**config.mk**
```make
export PLATFORM = sky130hd
export DESIGN_NAME = cbi980_link_ctl
export DESIGN_NICKNAME = d
export VERILOG_FILES = /design/src/rtl/cbi980_link_ctl.sv
export SDC_FILE = /design/constraint.sdc
export NUM_CORES = 1
export LEC_CHECK = 0
export ABC_AREA = 1
export CORE_MARGIN = 2
export CORE_UTILIZATION = 50
export CTS_BUF_LIST = sky130_fd_sc_hd__clkbuf_8
export DETAILED_ROUTE_END_ITERATION = 10
export GPL_TIMING_DRIVEN = 0
export PLACE_DENSITY = 0.87
export SYNTH_ARGS = -nofsm -noshare
export SYNTH_HDL_FRONTEND = slang
export SYNTH_SLANG_ARGS = --single-unit
```
**constraint.sdc**
```tcl
create_clock -name clk -period 2.3 [get_ports clk]
set_input_delay 0.46 -clock clk [delete_from_list [all_inputs] [get_ports clk]]
set_output_delay 0.46 -clock clk [all_outputs]
set_load 0.005 [all_outputs]
```
**src/rtl/cbi980_link_ctl.sv**
```systemverilog
// CBI980 serial link sequencer: generates sclk/fs, serialises TX FIFO words onto sdo
// and deserialises sdi into RX FIFO words, two channel slots per frame.
module cbi980_link_ctl #(
    parameter int unsigned DIV_W = 4
) (
    input  logic             clk,
    input  logic             rst,
    input  logic             txen,
    input  logic             rxen,
    input  logic [DIV_W-1:0] sclk_half,
    input  logic [2:0]       octet_cnt,
    input  logic             rjust,
    input  logic             lsb_first,
    input  logic [31:0]      tx0_data,
    input  logic [31:0]      tx1_data,
    input  logic             tx0_valid,
    input  logic             tx1_valid,
    output logic             tx0_pop,
    output logic             tx1_pop,
    output logic [31:0]      rx0_data,
    output logic [31:0]      rx1_data,
    output logic             rx0_push,
    output logic             rx1_push,
    input  logic             rx0_full,
    input  logic             rx1_full,
    output logic [1:0]       tx_unf,
    output logic [1:0]       rx_ovf,
    output logic             sclk,
    output logic             fs,
    output logic             sdo,
    input  logic             sdi,
    output logic             busy
);

    typedef enum logic [1:0] {IDLE, LOAD, SLOT0, SLOT1} state_t;

    state_t             state;
    logic [DIV_W-1:0]   div_cnt;
    logic [4:0]         bit_idx;
    logic [4:0]         n_m1;
    logic               rj;
    logic               lsb;
    logic               rx_en_f;
    logic [31:0]        tx0_word;
    logic [31:0]        tx1_word;
    logic [31:0]        rx_sh;

    logic [4:0]         cfg_n_m1_c;
    logic [4:0]         load_idx_c;
    logic [4:0]         cur_idx_c;
    logic [4:0]         nxt_idx_c;
    logic [4:0]         slot_first_idx_c;
    logic [31:0]        rx_next_c;
    logic               tx_ok0_c;
    logic               tx_ok1_c;
    logic               run_c;
    logic               slot_end_c;
    logic               go_load_c;

    // Word bit index carrying field bit i, for the given field width and ordering.
    function automatic logic [4:0] field_idx(input logic [4:0] i, input logic [4:0] nm1,
                                             input logic rjf, input logic lsbf);
        logic [4:0] pos;
        pos = lsbf ? i : 5'(nm1 - i);
        return rjf ? pos : 5'(pos + 5'(5'd31 - nm1));
    endfunction

    always_comb begin
        cfg_n_m1_c = 5'd31;
        case (octet_cnt)
            3'd0, 3'd1: cfg_n_m1_c = 5'd7;
            3'd2:       cfg_n_m1_c = 5'd15;
            3'd3:       cfg_n_m1_c = 5'd23;
            default:    cfg_n_m1_c = 5'd31;
        endcase
    end

    assign load_idx_c       = field_idx(5'd0, cfg_n_m1_c, rjust, lsb_first);
    assign cur_idx_c        = field_idx(bit_idx, n_m1, rj, lsb);
    assign nxt_idx_c        = field_idx(5'(bit_idx + 5'd1), n_m1, rj, lsb);
    assign slot_first_idx_c = field_idx(5'd0, n_m1, rj, lsb);
    assign tx_ok0_c         = txen & tx0_valid;
    assign tx_ok1_c         = txen & tx1_valid;
    assign run_c            = txen | rxen;

    // Falling sclk event that closes the last bit of the current slot.
    assign slot_end_c = ((state == SLOT0) || (state == SLOT1)) && (div_cnt == sclk_half)
                        && sclk && (bit_idx == n_m1);
    assign go_load_c  = run_c && ((state == IDLE) || ((state == SLOT1) && slot_end_c));

    always_comb begin
        rx_next_c            = rx_sh;
        rx_next_c[cur_idx_c] = sdi;
    end

    always_ff @(posedge clk or negedge rst) begin
        if (!rst) begin
            state    <= IDLE;
            div_cnt  <= '0;
            bit_idx  <= '0;
            n_m1     <= 5'd7;
            rj       <= 1'b0;
            lsb      <= 1'b0;
            rx_en_f  <= 1'b0;
            tx0_word <= '0;
            tx1_word <= '0;
            rx_sh    <= '0;
            rx0_data <= '0;
            rx1_data <= '0;
            tx0_pop  <= 1'b0;
            tx1_pop  <= 1'b0;
            rx0_push <= 1'b0;
            rx1_push <= 1'b0;
            tx_unf   <= '0;
            rx_ovf   <= '0;
            sclk     <= 1'b0;
            fs       <= 1'b0;
            sdo      <= 1'b0;
            busy     <= 1'b0;
        end else begin
            tx0_pop  <= 1'b0;
            tx1_pop  <= 1'b0;
            rx0_push <= 1'b0;
            rx1_push <= 1'b0;
            tx_unf   <= '0;
            rx_ovf   <= '0;

            case (state)
                IDLE: begin
                    div_cnt <= '0;
                    sclk    <= 1'b0;
                end
                LOAD: begin
                    state   <= SLOT0;
                    div_cnt <= '0;
                    bit_idx <= '0;
                    rx_sh   <= '0;
                end
                default: begin
                    if (div_cnt == sclk_half) begin
                        div_cnt <= '0;
                        sclk    <= ~sclk;
                        if (!sclk) begin
                            // Rising event: sample sdi, deliver the word after the last bit.
                            rx_sh <= rx_next_c;
                            if ((bit_idx == n_m1) && rx_en_f) begin
                                if (state == SLOT0) begin
                                    if (rx0_full) begin
                                        rx_ovf[0] <= 1'b1;
                                    end else begin
                                        rx0_push <= 1'b1;
                                        rx0_data <= rx_next_c;
                                    end
                                end else begin
                                    if (rx1_full) begin
                                        rx_ovf[1] <= 1'b1;
                                    end else begin
                                        rx1_push <= 1'b1;
                                        rx1_data <= rx_next_c;
                                    end
                                end
                            end
                        end else if (bit_idx == n_m1) begin
                            bit_idx <= '0;
                            rx_sh   <= '0;
                            if (state == SLOT0) begin
                                state <= SLOT1;
                                fs    <= 1'b1;
                                sdo   <= tx1_word[slot_first_idx_c];
                            end else begin
                                state <= IDLE;
                                busy  <= 1'b0;
                                fs    <= 1'b0;
                                sdo   <= 1'b0;
                            end
                        end else begin
                            bit_idx <= 5'(bit_idx + 5'd1);
                            sdo     <= (state == SLOT0) ? tx0_word[nxt_idx_c] : tx1_word[nxt_idx_c];
                        end
                    end else begin
                        div_cnt <= DIV_W'(div_cnt + 1'b1);
                    end
                end
            endcase

            // Frame start: latch config and TX words, first bit is driven during LOAD.
            if (go_load_c) begin
                state     <= LOAD;
                busy      <= 1'b1;
                fs        <= 1'b0;
                n_m1      <= cfg_n_m1_c;
                rj        <= rjust;
                lsb       <= lsb_first;
                rx_en_f   <= rxen;
                tx0_word  <= tx_ok0_c ? tx0_data : 32'd0;
                tx1_word  <= tx_ok1_c ? tx1_data : 32'd0;
                tx0_pop   <= tx_ok0_c;
                tx1_pop   <= tx_ok1_c;
                tx_unf[0] <= txen & ~tx0_valid;
                tx_unf[1] <= txen & ~tx1_valid;
                sdo       <= tx_ok0_c & tx0_data[load_idx_c];
            end
        end
    end

endmodule
```
* Yosys cells after proc, flatten, opt, wreduce, memory -nomap -nowiden *
Index checks and enable logic that the tools add are counted.
W data, S select, Z words.

cells by class
  add/subtract/negate cells = 10
  order comparisons = 5
  eq/ne operators = 12
  mux-type cells = 82
  bitwise operators = 15
  reductions and logical operators = 31

operator list
  operator               count
  $mux W32               5
  $pmux W32 S2           1
  $mux W5                11
  $mux W1                43
  $bwmux W32             1
  $lt A5 B6 Y1 const B   4
  $add A5 B5 Y5          4
  $bmux W1 S5            4
  $mux W2                10
  $pmux W5 S3            1
  $reduce_and A6 Y1      2
  $reduce_bool A2 Y1     6
  $pmux W5 S2            1
  $sub A5 B5 Y5          2
  $sub A5 B5 Y5 const A  2
  $not A1 Y1             9
  $reduce_and A3 Y1      3
  $reduce_bool A3 Y1     3
  $mux W4                2
  $reduce_and A4 Y1      2
  $logic_and A1 B1 Y1    7
  $eq A3 B2 Y1 const B   2
  $add A5 B1 Y5 const B  1
  $and A1 B1 Y1          5
  other kinds (20)       24

word-level totals
  register bits = 191
  word-level logic and storage cells = 177

* Longest topological paths before layout *
  word-level depth = 13
  mapped depth = 22
  depth with buffers taken out = 21

* Worst setup path before layout *
Ideal clock, no wire load.

  path type = reg-to-reg
  start point = register bit_idx[0]
  end point = register sdo
  library setup time = 124 ps
  arrival time = 2365 ps
  required time = 2176 ps
  path slack = -190 ps
  stages on the path, launching flop included = 18
  buffers on the path = 1
  cells stage by stage = dfrtp_1 buf_2 nand3_1 nand2_1 nand2_1 ha_1 or2_2 nand2_1 ha_1 or2_2 nand2_1 nand3_1 nand3_1 nand3_1 nand3_1 nand2_1 nand2_1 a21oi_1

on the way
  cells in the longest elaborated chain, start to end = 13

ends and longest elaborated chain
  element                        RTL line  text
  start: declaration             39        logic [4:0] bit_idx;
  start signal: assignment       177       bit_idx <= 5'(bit_idx + 5'd1);
  $add A5 B1 Y5                  80        assign nxt_idx_c = field_idx(5'(bit_idx + 5'd1), n_m1, rj, lsb);
  $sub A5 B5 Y5                  64        pos = lsbf ? i : 5'(nm1 - i);
  $mux W5                        64
  $add A5 B5 Y5                  65        return rjf ? pos : 5'(pos + 5'(5'd31 - nm1));
  $mux W5                        65
  $bmux W1 S5                    178       sdo <= (state == SLOT0) ? tx0_word[nxt_idx_c] : tx1_word[nxt_idx_c];
  $mux W1 (not written as such)  178
  $mux W1                        178
  $mux W1                        163       end else if (bit_idx == n_m1) begin
  $mux W1                        143       if (!sclk) begin
  $mux W1                        140       if (div_cnt == sclk_half) begin
  $mux W1                        128       case (state)
  $mux W1                        187       if (go_load_c) begin
  end signal: assignment         169       sdo <= tx1_word[slot_first_idx_c];
  end signal: assignment         178
  end signal: assignment         201       sdo <= tx_ok0_c & tx0_data[load_idx_c];
  end: declaration               30        output logic sdo,

Several ways; a longest one is shown, not always the timed one. The select of a mux whose other input is x is not followed.
A chain may end at the register's enable or synchronous reset.

* Worst setup path in the final report *
  start point = register bit_idx[3]
  end point = register rx_sh[1]

on the way
  cells in the longest elaborated chain, start to end = 12

ends and longest elaborated chain
  element                                                                    RTL line  text
  $sub A5 B5 Y5                                                              64
  $mux W5                                                                    64
  $add A5 B5 Y5                                                              65
  $mux W5                                                                    65
  $lt A5 B6 Y1 (not written as such) / $ge A5 B1 Y1 (equally long branches)  93        rx_next_c[cur_idx_c] = sdi;
  $logic_and A1 B1 Y1 (not written as such)                                  93
  $mux W1 (not written as such)                                              93
  $demux W1 S5                                                               93
  $bwmux W32                                                                 93
  $mux W32                                                                   143
  $mux W32                                                                   140
  $pmux W32 S2                                                               128
  end signal: assignment                                                     145       rx_sh <= rx_next_c;
  end: declaration                                                           46        logic [31:0] rx_sh;

Several ways; a longest one is shown, not always the timed one. The select of a mux whose other input is x is not followed.

==> flow_metrics.tcl <==
set metrics [dict create \
    highest_layer "met5" \
    fp-row-count 49 \
    ys_seq_area_frac 0.504 \
    skew_ns 0.0272 \
    place_area_mm2 0.0112 \
    overflow 0 \
    htree_levels 4 \
    ys_types 43 \
    dieArea_mm2 0.0198 \
    synth.avg_cell_area_um2 7.92 \
    post-place-ws_ns -0.562 \
    gp_congestion 0.950 \
    async_flop_share 1.00 \
    core_mm2 0.0181 \
    worstSetupStartpointType "register" \
    max_slew.worst_pin.slew_ns 1.45 \
    pin_count 158 \
    nNetsFinal 1517 \
    grt_max_degree 107 \
    synth_ff_type "dfrtp_1" \
    numCtsBuffers 17 \
    cts_tree "built" \
    dr.pass1.iters 11 \
    fillers 1040 \
    area_growth_pct 47.7 \
    yosys_warnings 0 \
    syn-num-nets 1270 \
    drc 1 \
    wl_per_cell_um 24.5 \
    synth-seq-cells 188 \
    m1WireLength_um 13200 \
    relSlewSlack 0.0303 \
    worstPathRequired_ns 2.73 \
    wl_met3_um 5920 \
    setup_viol 176 \
    clk_latency_ns 0.51 \
    yosys.area.top_type "dfrtp_1" \
    root_buffer "clkbuf_8" \
    design_area_mm2 0.0138 \
    rsz0062_at_grt "true" \
    yosysMostFrequentCell "nand2_1" \
    fin_crit_sh 1.44 \
    die_w_um 141 \
    dieHeight_um 141 \
    violations "DRC, setup timing" \
    syn_inst 1178 \
    path_clk_slew_ns 0.12 \
    via_per_inst 6.59 \
    synth_edf_count 0 \
    synth_top_area_share 0.504 \
    final-hold-violation-count 0 \
    crit_arrival_ns 3.74 \
    drtIter0Drc 1799 \
    slew_viol_final 0 \
    drive_above_1_share 0.267 \
    cts_max_path_buffers 2 \
    status "finished with violations" \
    path_class "register to register" \
    peakVddDrop_uv 830 \
    ys_top_cells_by_count "401 x nand2_1, 200 x nand3_1, 188 x dfrtp_1, 98 x inv_1, 76 x o21ai_0" \
    reg2reg_depth 13 \
    drt_wl_total_um 40900 \
    p_leak_nw 6.48 \
    period_needed_ns 3.31 \
    place_hpwl_um 18300 \
    power_density_mw_per_mm2 1520 \
    synth_area_leaders "dfrtp_1 50%, nand2_1 16%, nand3_1 11%, o21ai_0 4.1%, inv_1 3.9%" \
    antenna_cells 0 \
    grt.total_usage 0.283 \
    end_kind "register" \
    dr_wl_met2_um 17500 \
    via_count 11000 \
    whs_path_depth 2 \
    antenna_found_initial 3 \
    hold_class "register to register" \
    initial_utilization 0.514 \
    syn_area_mm2 0.00933 \
    portBuffers 157 \
    grt_pass1_vias 9257 \
    drv_cap 0 \
    cts.sinks 188 \
    grt_pass1_wl_um 44800 \
    crit_fanout 6 \
    layout_setup_ws_ns -1.01 \
    fmax_mhz 302 \
    drtAntennaViolNets 0 \
]
-- registers in the layout, indices dropped and copies added (netlist names), 2 cells and up --
signal	flops
bit_idx	5
state	2
rx1_data	32
div_cnt	4
n_m1	2
tx_unf	2
tx1_word	32
tx0_word	32
rx0_data	32
rx_sh	32
rx_ovf	2
-- cells by family after synthesis --
family / synth area share
AO/OA/AOI/OAI: 0.0873
XOR/XNOR: 0.0126
adder cells (fa/ha/maj): 0.0134
buffers and inverters: 0.0693
flip-flops: 0.504
AND/OR/NAND/NOR: 0.313
-- worst paths after layout --
kind                                    from           end  slack, ns
worst max-delay path              bit_idx[3]      rx_sh[1]      -1.01
worst min-delay path            rx1_data[21]  rx1_data[21]       0.49
worst max register to register    bit_idx[3]      rx_sh[1]      -1.01
worst min register to register  rx1_data[21]  rx1_data[21]       0.49
max in group asynchronous                rst    bit_idx[2]       0.77
min in group asynchronous                rst  tx1_word[16]       0.55
-- area by class of cell --
cell class,count,area (um2),area share
Timing Repair Buffer,228,2280,0.165
Multi-Input combinational cell,834,5320,0.386
Clock buffer,18,248,0.0180
Inverter,108,438,0.0318
Sequential cell,188,4710,0.342
Clock inverter,14,173,0.0125
Tap cell,229,287,0.0208
Buffer,48,340,0.0247
-- critical path, cell delays in order, from the launching register on --
cell      delay, ns
dfrtp_2        0.51
buf_6          0.16
buf_6          0.11
ha_4           0.16
xnor2_1        0.65
o21ai_2        0.19
xor2_4         0.26
buf_6          0.16
nor2_4         0.15
nand2_4        0.14
buf_6          0.20
o21bai_4       0.29
nand3_2        0.13
nand2_1        0.11
-- power by group --
| group | internal (mW) | switching (mW) | total (mW) |
|---|---|---|---|
| Clock | 1.04 | 1.40 | 2.44 |
| Combinational | 4.69 | 9.02 | 13.7 |
| Sequential | 4.17 | 0.635 | 4.80 |
| Total | 9.90 | 11.1 | 21.0 |
-- layout by cell type, fill, tap and decap left out, drive strengths merged --
master         Yosys  layout
xnor2              3       3
o211ai             2       2
dfrtp            188     188
nor2              45      45
clkbuf            13      41
clkdlybuf4s50      0     156
o21ai             85      85
inv              108     115
o31a               1       1
buf               35      96
o22ai              4       4
nand3b             1       1
xor2               7       7
a22o               6       6
or2               11      11
o21bai            17      17
nor4               2       2
nand2            403     403
clkinv             0       5
ha                10      10
a31oi              1       1
a2111oi            1       1
nand3            202     202
o31ai              3       3
bufinv             0       2
a21oi             11      11
a21o               8       8
nand4              3       3
nor3               8       8
dlygate4sd3        0       1
-- metal layers --
layer  vias up  track usage
met3       434       0.0666
li1       4319            -
met1      5096        0.354
met4         4        0.133
met2      1133        0.466
met5         -            0
-- timing repair --
| action | in CTS | in global routing |
|---|---|---|
| pin swaps | 13 | 86 |
| setup buffers | 28 | 41 |
| cloned | 0 | 3 |
| setup endpoints to repair | 150 | 175 |
| hold buffers | 1 | 0 |
| hold endpoints to repair | 51 | 0 |
| gates resized for setup | 51 | 305 |
-- stage by stage --
step | hold WS [ns] | power (mW) | utilization | cells | TNS, ns
after floorplan | 0.164 | 9.85 | - | 1178 | -0.0556
after global placement | 0.454 | 11.7 | 0.618 | 1564 | -1336.42
after detailed placement | 0.460 | 11.9 | 0.620 | 1565 | -72.84
after CTS | 0.486 | 15.1 | 0.664 | 1624 | -13.45
after global routing | 0.506 | 21.6 | 0.760 | 1667 | -102.55
final | 0.493 | 21.0 | 0.760 | 1667 | -94.18
Power figures use the tool's default switching activity.
